==> config.mk <==
export PLATFORM = sky130hd
export DESIGN_NAME = ce_strobe_gen
export DESIGN_NICKNAME = d
export VERILOG_FILES = /design/src/rtl/ce_strobe_pkg.sv /design/src/rtl/ce_reload_counter.sv /design/src/rtl/ce_strobe_gen.sv
export SDC_FILE = /design/constraint.sdc
export NUM_CORES = 1
export LEC_CHECK = 0
export CAP_MARGIN = 30
export CORE_MARGIN = 1
export CORE_UTILIZATION = 58
export DETAILED_ROUTE_END_ITERATION = 7
export PLACE_DENSITY_LB_ADDON = 0.12
export SLEW_MARGIN = 25
export SYNTH_ARGS = -nofsm -noshare
export SYNTH_HDL_FRONTEND = slang
export SYNTH_SLANG_ARGS = --single-unit
==> constraint.sdc <==
create_clock -name clk -period 5.94 [get_ports clk]
set_clock_uncertainty 0.2 [all_clocks]
set_input_delay 1.188 -clock clk [delete_from_list [all_inputs] [get_ports clk]]
set_output_delay 1.188 -clock clk [all_outputs]
set_load 0.02 [all_outputs]
==> src/rtl/ce_strobe_pkg.sv <==
// ---------------------------------------------------------------------------
// ce_strobe_pkg
// Shared types and defaults for the clock-enable / clear strobe sequencer.
//   state_t      : sequencer FSM states (IDLE, CLEAR, RUN, DONE)
//   CNT_W_DEF    : default width of the strobe period counter
//   BURST_W_DEF  : default width of burst length and strobe index
// ---------------------------------------------------------------------------
package ce_strobe_pkg;

   localparam int unsigned CNT_W_DEF   = 16;
   localparam int unsigned BURST_W_DEF = 8;

   typedef enum logic [1:0] {
      IDLE  = 2'd0,
      CLEAR = 2'd1,
      RUN   = 2'd2,
      DONE  = 2'd3
   } state_t;

endpackage

==> src/rtl/ce_reload_counter.sv <==
// ---------------------------------------------------------------------------
// ce_reload_counter
// Down-counter with synchronous load, automatic reload when it reaches zero,
// and a zero flag.
// Ports:
//   clk_i         : clock
//   rst_i         : synchronous active-high reset (counter -> 0)
//   load_i        : load load_val_i this cycle (priority over run_i)
//   load_val_i    : value loaded by load_i
//   run_i         : count this cycle: decrement, or reload at zero
//   reload_val_i  : value taken when the count is zero and run_i is high
//   zero_o        : count currently equals zero
// ---------------------------------------------------------------------------
module ce_reload_counter #(
   parameter int CNT_W = 16
) (
   input  logic             clk_i,
   input  logic             rst_i,
   input  logic             load_i,
   input  logic [CNT_W-1:0] load_val_i,
   input  logic             run_i,
   input  logic [CNT_W-1:0] reload_val_i,
   output logic             zero_o
);

   localparam logic [CNT_W-1:0] ONE = {{(CNT_W-1){1'b0}}, 1'b1};

   logic [CNT_W-1:0] cnt_q;
   logic [CNT_W-1:0] cnt_d;

   assign zero_o = (cnt_q == '0);

   always_comb begin
      cnt_d = cnt_q;
      if (load_i) begin
         cnt_d = load_val_i;
      end else if (run_i) begin
         cnt_d = zero_o ? reload_val_i : (cnt_q - ONE);
      end
   end

   always_ff @(posedge clk_i) begin
      if (rst_i) begin
         cnt_q <= '0;
      end else begin
         cnt_q <= cnt_d;
      end
   end

endmodule

==> src/rtl/ce_strobe_gen.sv <==
// ---------------------------------------------------------------------------
// ce_strobe_gen
// Strobe sequencer for enable-and-clear capture flops: on start it issues one
// clear pulse (cd), then a burst of single-cycle enable strobes (sp) every
// cfg_period+1 cycles, then a one-cycle done pulse.
// Optional feature macro: CE_STROBE_PHASE_EN adds cfg_phase, the counter
// value loaded for the first strobe (first sp at 2 + phase cycles after the
// start cycle).
// Ports:
//   clk, rst     : clock, synchronous active-high reset
//   cfg_period   : strobe period minus one (P), latched at start
//   cfg_burst    : strobes per burst (B), 0 = continuous, latched at start
//   cfg_phase    : (CE_STROBE_PHASE_EN only) first-strobe counter load
//   start, stop  : begin / abort the sequence
//   sp, cd       : enable strobe, clear strobe (one-cycle pulses)
//   busy, done   : sequence in progress, one-cycle burst-complete pulse
//   strobe_idx   : number of sp pulses issued in the current/last sequence
// ---------------------------------------------------------------------------
module ce_strobe_gen
   import ce_strobe_pkg::*;
#(
   parameter int CNT_W   = CNT_W_DEF,
   parameter int BURST_W = BURST_W_DEF
) (
   input  logic               clk,
   input  logic               rst,
   input  logic [CNT_W-1:0]   cfg_period,
   input  logic [BURST_W-1:0] cfg_burst,
`ifdef CE_STROBE_PHASE_EN
   input  logic [CNT_W-1:0]   cfg_phase,
`endif
   input  logic               start,
   input  logic               stop,
   output logic               sp,
   output logic               cd,
   output logic               busy,
   output logic               done,
   output logic [BURST_W-1:0] strobe_idx
);

   // Control handshake: start is a level sampled every cycle but only acts
   // in IDLE with stop low (stop wins); cfg_* are sampled only in that same
   // cycle. stop acts in CLEAR/RUN and returns to IDLE without done. There is
   // no back-pressure; busy tells the requester when start will be ignored.

   localparam logic [BURST_W-1:0] IDX_ONE = {{(BURST_W-1){1'b0}}, 1'b1};

   state_t             state_q,  state_d;
   logic [CNT_W-1:0]   period_q, period_d;
   logic [BURST_W-1:0] burst_q,  burst_d;
   logic [BURST_W-1:0] idx_q,    idx_d;
   logic [BURST_W-1:0] idx_inc;
   logic [CNT_W-1:0]   first_load;
   logic               cnt_load;
   logic               cnt_run;
   logic               cnt_zero;

`ifdef CE_STROBE_PHASE_EN
   logic [CNT_W-1:0]   phase_q, phase_d;
   assign first_load = phase_q;
`else
   assign first_load = period_q;
`endif

   assign idx_inc = idx_q + IDX_ONE;

   ce_reload_counter #(
      .CNT_W (CNT_W)
   ) u_cnt (
      .clk_i        (clk),
      .rst_i        (rst),
      .load_i       (cnt_load),
      .load_val_i   (first_load),
      .run_i        (cnt_run),
      .reload_val_i (period_q),
      .zero_o       (cnt_zero)
   );

   always_comb begin
      state_d  = state_q;
      period_d = period_q;
      burst_d  = burst_q;
      idx_d    = idx_q;
      cnt_load = 1'b0;
      cnt_run  = 1'b0;
`ifdef CE_STROBE_PHASE_EN
      phase_d  = phase_q;
`endif
      unique case (state_q)
         IDLE: begin
            if (start && !stop) begin
               state_d  = CLEAR;
               period_d = cfg_period;
               burst_d  = cfg_burst;
`ifdef CE_STROBE_PHASE_EN
               phase_d  = cfg_phase;
`endif
            end
         end
         CLEAR: begin
            cnt_load = 1'b1;
            idx_d    = '0;
            state_d  = stop ? IDLE : RUN;
         end
         RUN: begin
            cnt_run = 1'b1;
            // A strobe issued in the same cycle as stop still counts.
            if (cnt_zero) begin
               idx_d = idx_inc;
               if ((burst_q != '0) && (idx_inc == burst_q)) begin
                  state_d = DONE;
               end
            end
            if (stop) begin
               state_d = IDLE;
            end
         end
         DONE: begin
            state_d = IDLE;
         end
         default: begin
            state_d = IDLE;
         end
      endcase
   end

   always_ff @(posedge clk) begin
      if (rst) begin
         state_q  <= IDLE;
         period_q <= '0;
         burst_q  <= '0;
         idx_q    <= '0;
`ifdef CE_STROBE_PHASE_EN
         phase_q  <= '0;
`endif
      end else begin
         state_q  <= state_d;
         period_q <= period_d;
         burst_q  <= burst_d;
         idx_q    <= idx_d;
`ifdef CE_STROBE_PHASE_EN
         phase_q  <= phase_d;
`endif
      end
   end

   // Outputs depend only on registered state and the counter's zero flag.
   assign sp         = (state_q == RUN) && cnt_zero;
   assign cd         = (state_q == CLEAR);
   assign busy       = (state_q != IDLE);
   assign done       = (state_q == DONE);
   assign strobe_idx = idx_q;

endmodule

==> impl_metrics.ini <==
[synthesis]
synth_adder_area_share_pct = 3.229
yosysSeqAreaShare_pct = 36.90
netlist_area_um2 = 2713
ys_types = 55
synth-seq-cells = 50
synth_top_area_share_pct = 36.90
synth.area.mux_share_pct = 5.074
yosys.area_share.simple_pct = 24.77
synth-xor-area-share_pct = 2.260
yosysWarnings = 0
synthFlopType = dfxtp_1
syn_nets = 381
synth_compound_area_share_pct = 21.59
synth_top_family_by_area = simple AND/OR/NAND/NOR gates
yosysTopAreaCell = dfxtp_1
netlist_instances = 346
yosys-top-cells-area = dfxtp_1 37%, nand2_1 9.0%, a21oi_1 6.3%
synth_edf_count = 0
avgSynthCellArea_um2 = 7.840
synthArstFlopShare_pct = 0

[run]
maxCapViolCount = 0

[min_path]
hold_class = flip-flop to flip-flop

[layout]
layout_commonest_cell = nand2_1
multi_input_area_um2 = 1549
layout_common_cells = 65 x nand2_1, 50 x dfxtp_1, 39 x clkdlybuf4s50_1, 34 x a21oi_1, 26 x nor2_1
fin_util_pct = 72.99
fillers = 362
area_growth_pct = 18.77
nNetsFinal = 407
layout.area.seq_um2 = 1001
drive_gt1_share_pct = 8.311
num_antenna_cells = 0

[power_and_ir_drop]
p_clk_share_pct = 20.0
combPwrFrac_pct = 49.4
total_power_mw = 1.428
leakage_nw = 1.192
vdd_drop_max_uv = 212.2
p_seq_share_pct = 30.5
switching_share_pct = 40.28
p_int_uw = 852.9
power.switching_uw = 575.3
p_per_area_nw_per_um2 = 443.3

[detailed_routing]
avgViaCountPerCell = 5.866
wl_mm = 6.272
drc = 0
post_drt_wl_per_cell_um = 14.76
vias = 2493
drt.antenna.violating_nets = 0
drt-pass1-iter-count = 4
drt_iter0_markers = 194

[die]
initial_core_util_pct = 61.45
dieArea_um2 = 4954
core_um2 = 4414
die_x_um = 70.39
rows = 24
die_height_um = 70.39
io_pins = 40

[grt]
grt_first_pass_wirelength_mm = 10.58
grt_max_degree = 52
grt_antenna_before_repair = 0
grt.total_usage_pct = 26.68
grt_pass1_vias = 2196
grt_overflow = 0

[clocking]
cts_resized = 0
clk_latency_ns = 0.31
hold_buffers = 0
cts_buffers = 5
cts.sinks = 50
cts_tree = done
cts_root_buffer = clkbuf_8
h-tree-depth = 2
clkTransAtPathRegs_ns = 0.09
cts_buffer_depth = 2
post_cts_buffers = 0

[timing]
drv_slew = 0
fin_setup_tns_ns = 0
holdWs_ns = 0.2614
fmax_mhz = 263.8
hold_viol = 0
fin_crit_ns = 3.791
fin_ws_ns = 2.149
setup_violations = 0
rsz0062_at_grt = no
tightest_slew_ns = 0.9238
finalCritPeriodShare_pct = 63.82
maxSlewHeadroom_pct = 38.42

[status]
status = finished, final reports clean

[setup_path]
startpoint_type = flip-flop
cp.arrival_ns = 2.40
crit_fanout = 5
critPathRequiredTime_ns = 4.55
endpoint_kind = primary output
critPathKind = flip-flop to primary output

[placed_design]
io_buffers = 39
pre_cts_ws_ns = 2.518
gp_congestion = 0.8636
hpwl_mm = 4.489
[worst max-delay path: stages, from the launching register on]
cell and delay [ns]:
dfxtp_1 0.36, inv_1 0.09, ha_1 0.15, nor4b_2 0.29, nand2_1 0.10, or2_4 0.28
nor2_1 0.18, clkdlybuf4s50_1 0.64
[kinds of logic (layout without fill, tap and decap cells)]
group | after synthesis | count (layout)
mux | 12 | 12
fa+ha+maj | 7 | 7
simple gates | 140 | 140
buf+inv | 39 | 66
compound gates | 91 | 91
flops | 50 | 50
xor+xnor | 7 | 7
[registers in the layout, indices dropped and copies added, names as in the netlist]
signal	cells
burst_q	8
first_load	16
state_q	2
strobe_idx	8
u_cnt.cnt_q	16
[per-layer routing]
metal | routed length, um | track usage, % | vias up
li1 | - | - | 1266
met1 | 3108 | 39.59 | 1154
met2 | 2850 | 39.58 | 67
met4 | 69 | 8.667 | 0
met3 | 244 | 3.608 | 6
met5 | 0 | 0 | -
[power groups by stage]
stage | Clock, mW | Combinational (mW) | Sequential (mW)
2_1_floorplan | 0 | 0.609 | 0.429
3_3_place_gp | 0 | 0.679 | 0.438
3_5_place_dp | 0 | 0.694 | 0.442
4_1_cts | 0.289 | 0.700 | 0.435
5_1_grt | 0.300 | 0.780 | 0.444
6_report | 0.286 | 0.706 | 0.436
[cells in the mapped netlist (4+ instances only)]
cell type	count
nor3_1	9
clkbuf_1	15
buf_2	4
nand3_1	10
a21oi_1	34
mux2i_1	4
ha_1	7
inv_1	17
a22oi_1	6
nor2_1	26
mux2_2	6
nand2_1	65
dfxtp_1	50
nor4_1	4
xor2_1	5
o21ai_0	22
a311oi_1	4
a221oi_1	4
[worst paths after layout]
path | slack [ns] | to | cells past startpoint | from
max | 2.15 | sp | 7 | u_cnt.cnt_q[0]$_SDFFE_PP0P_
min | 0.26 | first_load[3]$_SDFFE_PP0P_ | 2 | first_load[3]$_SDFFE_PP0P_
max reg2reg | 3.17 | u_cnt.cnt_q[7]$_SDFFE_PP0P_ | 8 | u_cnt.cnt_q[0]$_SDFFE_PP0P_
min reg2reg | 0.26 | first_load[3]$_SDFFE_PP0P_ | 2 | first_load[3]$_SDFFE_PP0P_
[layout make-up]
class | count | area share, %
sequential | 50 | 31.07
clock inverter | 3 | 2.136
inverter | 17 | 1.981
clock buffer | 5 | 2.136
tap | 52 | 2.019
multi-input combinational | 257 | 48.08
timing repair buffer | 41 | 12.58
[through the flow]
| stage | instance area, um^2 | instances |
|---|---|---|
| after CTS | 3222 | 425 |
| after detailed placement | 3084 | 417 |
| after global placement | 3084 | 417 |
| after floorplan | 2713 | 346 |
| final | 3222 | 425 |
| after global routing | 3222 | 425 |
Note: power is estimated with default switching activity, not from simulation.
